--- src/rtl/fetch_unit.sv ---
// Instruction-fetch front end: owns the PC, indexes a combinational instruction
// memory and buffers {pc, instr} pairs in a small FIFO toward decode.
module fetch_unit #(
  parameter int unsigned             ADDR_WIDTH  = 32,
  parameter int unsigned             INSTR_WIDTH = 32,
  parameter logic [ADDR_WIDTH-1:0]   RESET_PC    = '0,
  parameter int unsigned             FIFO_DEPTH  = 2
) (
  input  logic                   clk,
  input  logic                   rst_n,
  input  logic                   fetch_en,
  input  logic                   redirect_valid,
  input  logic [ADDR_WIDTH-1:0]  redirect_pc,
  output logic [ADDR_WIDTH-1:0]  imem_addr,
  input  logic [INSTR_WIDTH-1:0] imem_instr,
  output logic                   out_valid,
  input  logic                   out_ready,
  output logic [INSTR_WIDTH-1:0] out_instr,
  output logic [ADDR_WIDTH-1:0]  out_pc,
  output logic [ADDR_WIDTH-1:0]  pc_o
);

  localparam int unsigned PtrW = (FIFO_DEPTH > 1) ? $clog2(FIFO_DEPTH) : 1;
  localparam int unsigned CntW = $clog2(FIFO_DEPTH + 1);
  localparam logic [CntW-1:0] CntFull = CntW'(FIFO_DEPTH);

  logic [ADDR_WIDTH-1:0]  pc_q, pc_d;
  logic [PtrW-1:0]        wr_ptr_q, wr_ptr_d;
  logic [PtrW-1:0]        rd_ptr_q, rd_ptr_d;
  logic [CntW-1:0]        count_q, count_d;
  logic [ADDR_WIDTH-1:0]  mem_pc_q    [FIFO_DEPTH];
  logic [INSTR_WIDTH-1:0] mem_instr_q [FIFO_DEPTH];

  logic push, pop;
  logic unused_redirect_lsb;

  assign unused_redirect_lsb = ^redirect_pc[1:0];

  assign imem_addr = {2'b00, pc_q[ADDR_WIDTH-1:2]};
  assign pc_o      = pc_q;
  assign out_valid = (count_q != '0);
  assign pop       = out_valid & out_ready;
  // A full FIFO still accepts a push when the head leaves in the same cycle.
  assign push      = fetch_en & ~redirect_valid & ((count_q < CntFull) | pop);

  assign out_instr = out_valid ? mem_instr_q[rd_ptr_q] : '0;
  assign out_pc    = out_valid ? mem_pc_q[rd_ptr_q]    : '0;

  always_comb begin
    pc_d     = pc_q;
    wr_ptr_d = wr_ptr_q;
    rd_ptr_d = rd_ptr_q;
    count_d  = count_q;
    if (redirect_valid) begin
      pc_d     = {redirect_pc[ADDR_WIDTH-1:2], 2'b00};
      wr_ptr_d = '0;
      rd_ptr_d = '0;
      count_d  = '0;
    end else begin
      if (push) begin
        pc_d     = pc_q + ADDR_WIDTH'(4);
        wr_ptr_d = wr_ptr_q + PtrW'(1);
      end
      if (pop) begin
        rd_ptr_d = rd_ptr_q + PtrW'(1);
      end
      unique case ({push, pop})
        2'b10:   count_d = count_q + CntW'(1);
        2'b01:   count_d = count_q - CntW'(1);
        default: count_d = count_q;
      endcase
    end
  end

  always_ff @(posedge clk or negedge rst_n) begin
    if (!rst_n) begin
      pc_q     <= RESET_PC;
      wr_ptr_q <= '0;
      rd_ptr_q <= '0;
      count_q  <= '0;
      for (int i = 0; i < FIFO_DEPTH; i++) begin
        mem_pc_q[i]    <= '0;
        mem_instr_q[i] <= '0;
      end
    end else begin
      pc_q     <= pc_d;
      wr_ptr_q <= wr_ptr_d;
      rd_ptr_q <= rd_ptr_d;
      count_q  <= count_d;
      if (push) begin
        mem_pc_q[wr_ptr_q]    <= pc_q;
        mem_instr_q[wr_ptr_q] <= imem_instr;
      end
    end
  end

endmodule
--- config.mk ---
export PLATFORM = sky130hd
export DESIGN_NAME = fetch_unit
export DESIGN_NICKNAME = d
export VERILOG_FILES = /design/src/rtl/fetch_unit.sv
export SDC_FILE = /design/constraint.sdc
export NUM_CORES = 1
export LEC_CHECK = 0
export ABC_AREA = 1
export CAP_MARGIN = 20
export CORE_MARGIN = 2
export CORE_UTILIZATION = 54
export DETAILED_ROUTE_END_ITERATION = 7
export GPL_TIMING_DRIVEN = 0
export MAX_ROUTING_LAYER = met4
export PLACE_DENSITY = 0.94
export SETUP_SLACK_MARGIN = 0.1
export SLEW_MARGIN = 10
export SYNTH_ARGS = -nofsm -noshare
export SYNTH_HDL_FRONTEND = slang
export SYNTH_SLANG_ARGS = --single-unit
--- constraint.sdc ---
create_clock -name clk -period 2.3 [get_ports clk]
set_clock_uncertainty 0.15 [all_clocks]
set_input_delay 0.345 -clock clk [delete_from_list [all_inputs] [get_ports clk]]
set_output_delay 0.345 -clock clk [all_outputs]
set_load 0.01 [all_outputs]
==> impl_metrics.tcl, run 1 <==
set metrics [dict create \
    portBuffers 188 \
    synth_edf_count 0 \
    multi_input_area_mm2 0.00338 \
    clockBufferDepth 2 \
    viasPerCell 5.64 \
    clock_latency_ps 430 \
    async_reset_ff_share_pct 100 \
    first_pass_iters 6 \
    regToRegSetupSlack_ps 340 \
    hold_viol 0 \
    area.growth.synth_to_final_pct 35.6 \
    clkTransAtPathRegs_ps 60 \
    drt_wl_total_um 25700 \
    maxSlewViolCount 0 \
    start_util_pct 55.6 \
    fin_crit_ps 2210 \
    utilization_pct 75.4 \
    critical_path_arrival_ps 1710 \
    io_pins 198 \
    fin_crit_sh_pct 95.9 \
    ant_nets 0 \
    rr_endpoint "pc_o[26]" \
    cp_max_fo 10 \
    first_global_vias 8079 \
    setup_violations 0 \
    synthCells 1075 \
    critPathTopFamily "buffers and inverters" \
    status "finished clean" \
    rows 44 \
    endpoint_kind "output port" \
    worstPathCellList "buf_4 > buf_6 > nand2_1 > a21oi_2 > clkdlybuf4s15_1" \
    relSlewSlack_pct 58.9 \
    root_buffer "clkbuf_16" \
    leakage_nw 5.41 \
    n_antenna_cell 0 \
    finalPower_mw 10.7 \
    antenna_found_initial 0 \
    peakVddDrop_v 0.000706 \
    drc 0 \
    htree_levels 4 \
    cts_buffers 17 \
    dp_hpwl_um 17000 \
    min_path_type "in -> reg" \
    cp.depth 5 \
    r2r-start "pc_o[3]" \
    avgRoutedWirePerCell_um 17.1 \
    yosysSeqAreaShare_pct 48.6 \
    cp_slowest_stage_delay_ps 450 \
    cts.sinks 158 \
    nets 1370 \
    grt_pass1_wl_um 40100 \
    die_w_um 127 \
    dieArea_mm2 0.0161 \
    grt_usage_pct 32.7 \
    ff_latch_area_mm2 0.00396 \
    vias 8440 \
    drt_iter0_drc 910 \
    rsz0062_at_grt "yes" \
    powerDensity_mw_per_mm2 973 \
    mostFrequentLayoutCell "nand2_1" \
    path_class "reg -> out" \
    ys_ff_latch 158 \
    tightest_slew_ps 617 \
    nFillCells 1040 \
    worstPathRequired_ps 1800 \
    yosysWarnings 0 \
    grt_overflow 0 \
    startpoint "rd_ptr_q" \
    gp_congestion 0.946 \
    cp_slowest_cell "dfrtp_2" \
    reg2reg_depth 10 \
    ys.flop_type "dfrtp_1" \
    fmax_ghz 0.453 \
    cts_tree "built" \
    netlist_area_mm2 0.00814 \
    coreArea_mm2 0.0146 \
    setup.worst_path.end "out_instr[0]" \
    synthDistinctLibCells 32 \
    avgSynthCellArea_um2 7.57 \
    maxCapViolations 0 \
    critPathLaunchType "flip-flop" \
    grt_start_max_net_pins 81 \
    fp.dieH_um 127 \
    final_cell_mix "393 x nand2_1, 155 x dfrtp_1, 124 x clkdlybuf4s50_1" \
    drive_above_1_share_pct 17.8 \
    path_buf_inv 3 \
]
[cell type report]
| cell class | instances | share of cell area, % |
|---|---|---|
| timing repair buffer | 201 | 16.1 |
| clock buffer | 21 | 4.08 |
| inverter | 97 | 3.39 |
| buffer | 89 | 7.04 |
| sequential | 158 | 35.9 |
| clock inverter | 11 | 0.850 |
| tap | 184 | 2.09 |
| multi-input combinational | 736 | 30.6 |
[worst min-delay path, stage by stage]
cell and delay (ps):
buf_2 220, nor2_1 100, nand3_1 60, nand2_1 50
[synthesized netlist by cell type (3+ instances only)]
master / n / share of area (%)
a21oi_1: 65 / 4.0
buf_1: 10 / 0.46
buf_2: 10 / 0.61
buf_4: 36 / 3.3
buf_6: 13 / 1.8
clkbuf_1: 20 / 0.92
dfrtp_1: 158 / 49
inv_1: 95 / 4.4
nand2_1: 397 / 18
nand2_2: 9 / 0.69
nand2_4: 3 / 0.41
nand3_1: 29 / 1.8
nor2_1: 43 / 2.0
nor2_2: 5 / 0.38
nor3_1: 4 / 0.25
o211ai_1: 4 / 0.37
o21ai_0: 42 / 2.6
o21ai_1: 105 / 6.5
o21ai_2: 5 / 0.54
o221ai_1: 3 / 0.32
xor2_1: 5 / 0.54
[routing by layer]
layer / track usage, % / wire length, um
met5: - / 0
met4: 16.9 / 960
met3: 6.28 / 2430
met2: 51.5 / 12500
met1: 40.5 / 9810
[logic make-up after synthesis]
logic type,share of synthesized area [%]
fa+ha+maj,0.154
xor+xnor,0.645
compound gates,14.8
flops,48.6
other cells,0.0461
buf+inv,11.6
simple gates,24.2
[sequential cells by signal, indices dropped and copies added, names as in the netlist]
register,count
mem_instr_q,64
rd_ptr_q,1
pc_o,30
mem_pc_q,60
count_q,2
wr_ptr_q,1
[power by group]
| part | internal, mW | switching (mW) |
|---|---|---|
| clock network | 1.50 | 1.12 |
| logic | 1.74 | 2.09 |
| registers | 3.65 | 0.632 |
[metrics by stage]
stage               TNS (ps)  area [um2]  cells  worst slack, ps  hold slack, ps
detailed placement     -2940       10300   1453             -128             210
CTS                     -466       11100   1491             -121             207
finish                     0       11000   1497             94.1             227
floorplan                  0        8160   1080              658            -101
global placement     -847190       10300   1452            -5360             316
global route               0       11000   1497             38.7             247
[worst min-delay path by stage]
stage	start	end	slack (ps)	depth (start not counted)
2_1_floorplan	rst_n	count_q[0]	-100	0
3_3_place_gp	mem_instr_q[63]	mem_instr_q[63]	320	2
3_5_place_dp	rst_n	mem_instr_q[17]	210	1
4_1_cts	redirect_valid	count_q[1]	210	4
5_1_grt	redirect_valid	count_q[1]	250	4
6_report	redirect_valid	count_q[1]	230	4
[what timing repair did]
item | CTS | global route
setup endpoints to repair | 63 | 61
hold buffers | 1 | 0
setup buffers | 4 | 5
hold endpoints to repair | 79 | 0
resized for setup | 162 | 142
pin swaps | 1 | 9
gates cloned | 1 | 1
(Power assumes the default switching activity.)
==> inputs of run 2 (changes only) <==
- MAX_ROUTING_LAYER: met4 -> default
==> impl_metrics.tcl, run 2 (synthesis results as in run 1) <==
set metrics [dict create \
    maxSlewViolCount 0 \
    postLayoutSetupSlackWorst_ps 81.3 \
    cts_tree "built" \
    critPathLaunchType "flip-flop" \
    area.growth.synth_to_final_pct 36.4 \
    ff_latch_area_mm2 0.00395 \
    mostFrequentLayoutCell "nand2_1" \
    min_path_type "in -> reg" \
    htree_levels 4 \
    status "finished clean" \
    drt_wl_total_um 25100 \
    cp_max_fo 6 \
    clock_latency_ps 430 \
    tightest_slew_ps 587 \
    first_pass_iters 8 \
    fin_crit_ps 2220 \
    clockBufferDepth 2 \
    dp_hpwl_um 16800 \
    gp_congestion 0.926 \
    critical_path_arrival_ps 1720 \
    dieArea_mm2 0.0161 \
    maxCapViolations 0 \
    multi_input_area_mm2 0.00333 \
    io_pins 198 \
    worstPathRequired_ps 1800 \
    start_util_pct 55.6 \
    fp.dieH_um 127 \
    final_cell_mix "397 x nand2_1, 158 x dfrtp_1, 124 x clkdlybuf4s50_1" \
    n_antenna_cell 0 \
    power.switching_mw 3.78 \
    finalPower_mw 10.8 \
    vias 8303 \
    regToRegSetupSlack_ps 350 \
    setup_violations 0 \
    dp.cells 1453 \
    drive_above_1_share_pct 15.9 \
    hold_viol 0 \
    placed_cell_area_mm2 0.0103 \
    first_global_vias 8230 \
    rsz0062_at_grt "yes" \
    cts.sinks 158 \
    p_seq_share_pct 39.6 \
    powerDensity_mw_per_mm2 970 \
    grt_overflow 0 \
    p_int_mw 6.99 \
    root_buffer "clkbuf_16" \
    largest_register "mem_instr_q" \
    cts_buffers 17 \
    clkTransAtPathRegs_ps 60 \
    nFillCells 1009 \
    grt_pass1_wl_um 39500 \
    peakVddDrop_v 0.000651 \
    endpoint_kind "output port" \
    drc 0 \
    final_cell_area_mm2 0.0111 \
    grt_start_max_net_pins 109 \
    dp_slack_ps -124 \
    portBuffers 188 \
    avgRoutedWirePerCell_um 16.8 \
    clockPowerShare_pct 25.4 \
    antenna_found_initial 0 \
    fin_crit_sh_pct 96.5 \
    layout.cells.non_filler 1496 \
    switching_share_pct 35.1 \
    ant_nets 0 \
    fmax_ghz 0.451 \
    leakage_nw 5.37 \
    grt_usage_pct 31.0 \
    combinationalPowerShare_pct 35.1 \
    setup_tns_ps 0 \
    path_class "reg -> out" \
    drt_iter0_drc 847 \
    nets 1369 \
    die_w_um 127 \
    rows 44 \
    viasPerCell 5.55 \
    largest_register_ffs 64 \
    relSlewSlack_pct 60.8 \
    coreArea_mm2 0.0146 \
]
==> run 2: stage by stage <==
stage               util, %  hold WS [ps]
floorplan                 -          -101
global placement       70.1           315
detailed placement     70.4           125
CTS                    75.4           219
global route           75.8           275
finish                 75.8           236
==> run 2: layout make-up <==
class / count / share of cell area, %
flip-flops and latches: 158 / 35.6
multi-input cells: 736 / 30.0
repair buffers: 200 / 17.2
plain buffers: 89 / 6.59
clock buffers: 22 / 4.36
inverters: 97 / 3.35
well taps: 184 / 2.07
clock inverters: 10 / 0.789
==> run 2: power groups by stage <==
stage	sequential, mW	clock (mW)	combinational [mW]
2_1_floorplan	4.14	0	1.97
3_3_place_gp	4.21	0	3.43
3_5_place_dp	4.26	0	3.55
4_1_cts	4.24	2.72	3.64
5_1_grt	4.35	2.84	4.12
6_report	4.26	2.73	3.78
==> run 2: worst max-delay path: stages (launching register included) <==
cell,delay (ps)
dfrtp_1,410
inv_4,100
buf_12,120
buf_6,120
buf_8,110
nand2_1,60
a21oi_2,200
buf_2,170
==> run 2: worst paths after layout <==
path | endpoint | startpoint | cells after the start
setup / recovery | out_pc[11] | rd_ptr_q | 7
hold / removal | count_q[1] | redirect_valid | 4
setup reg to reg | pc_o[26] | pc_o[3] | 10
hold reg to reg | mem_pc_q[4] | mem_pc_q[4] | 2
max in group asynchronous | pc_o[21] | rst_n | 3
min in group asynchronous | mem_instr_q[28] | rst_n | 2
==> run 2: per-layer routing <==
layer  vias up  track usage, %  share of wire, %
met5         -               0                 0
met4         0            14.0               3.2
met3        78            6.58               9.3
met2       518            51.2                49
met1      3900            39.6                39
li1       3807               -                 -
==> run 2: repair_timing <==
item,4_1_cts,5_1_grt
setup endpoints to repair,63,50
resized for setup,225,43
hold buffers,1,0
pin swaps,3,5
setup buffers,7,2
endpoints found under the hold margin,50,0
cloned,0,1
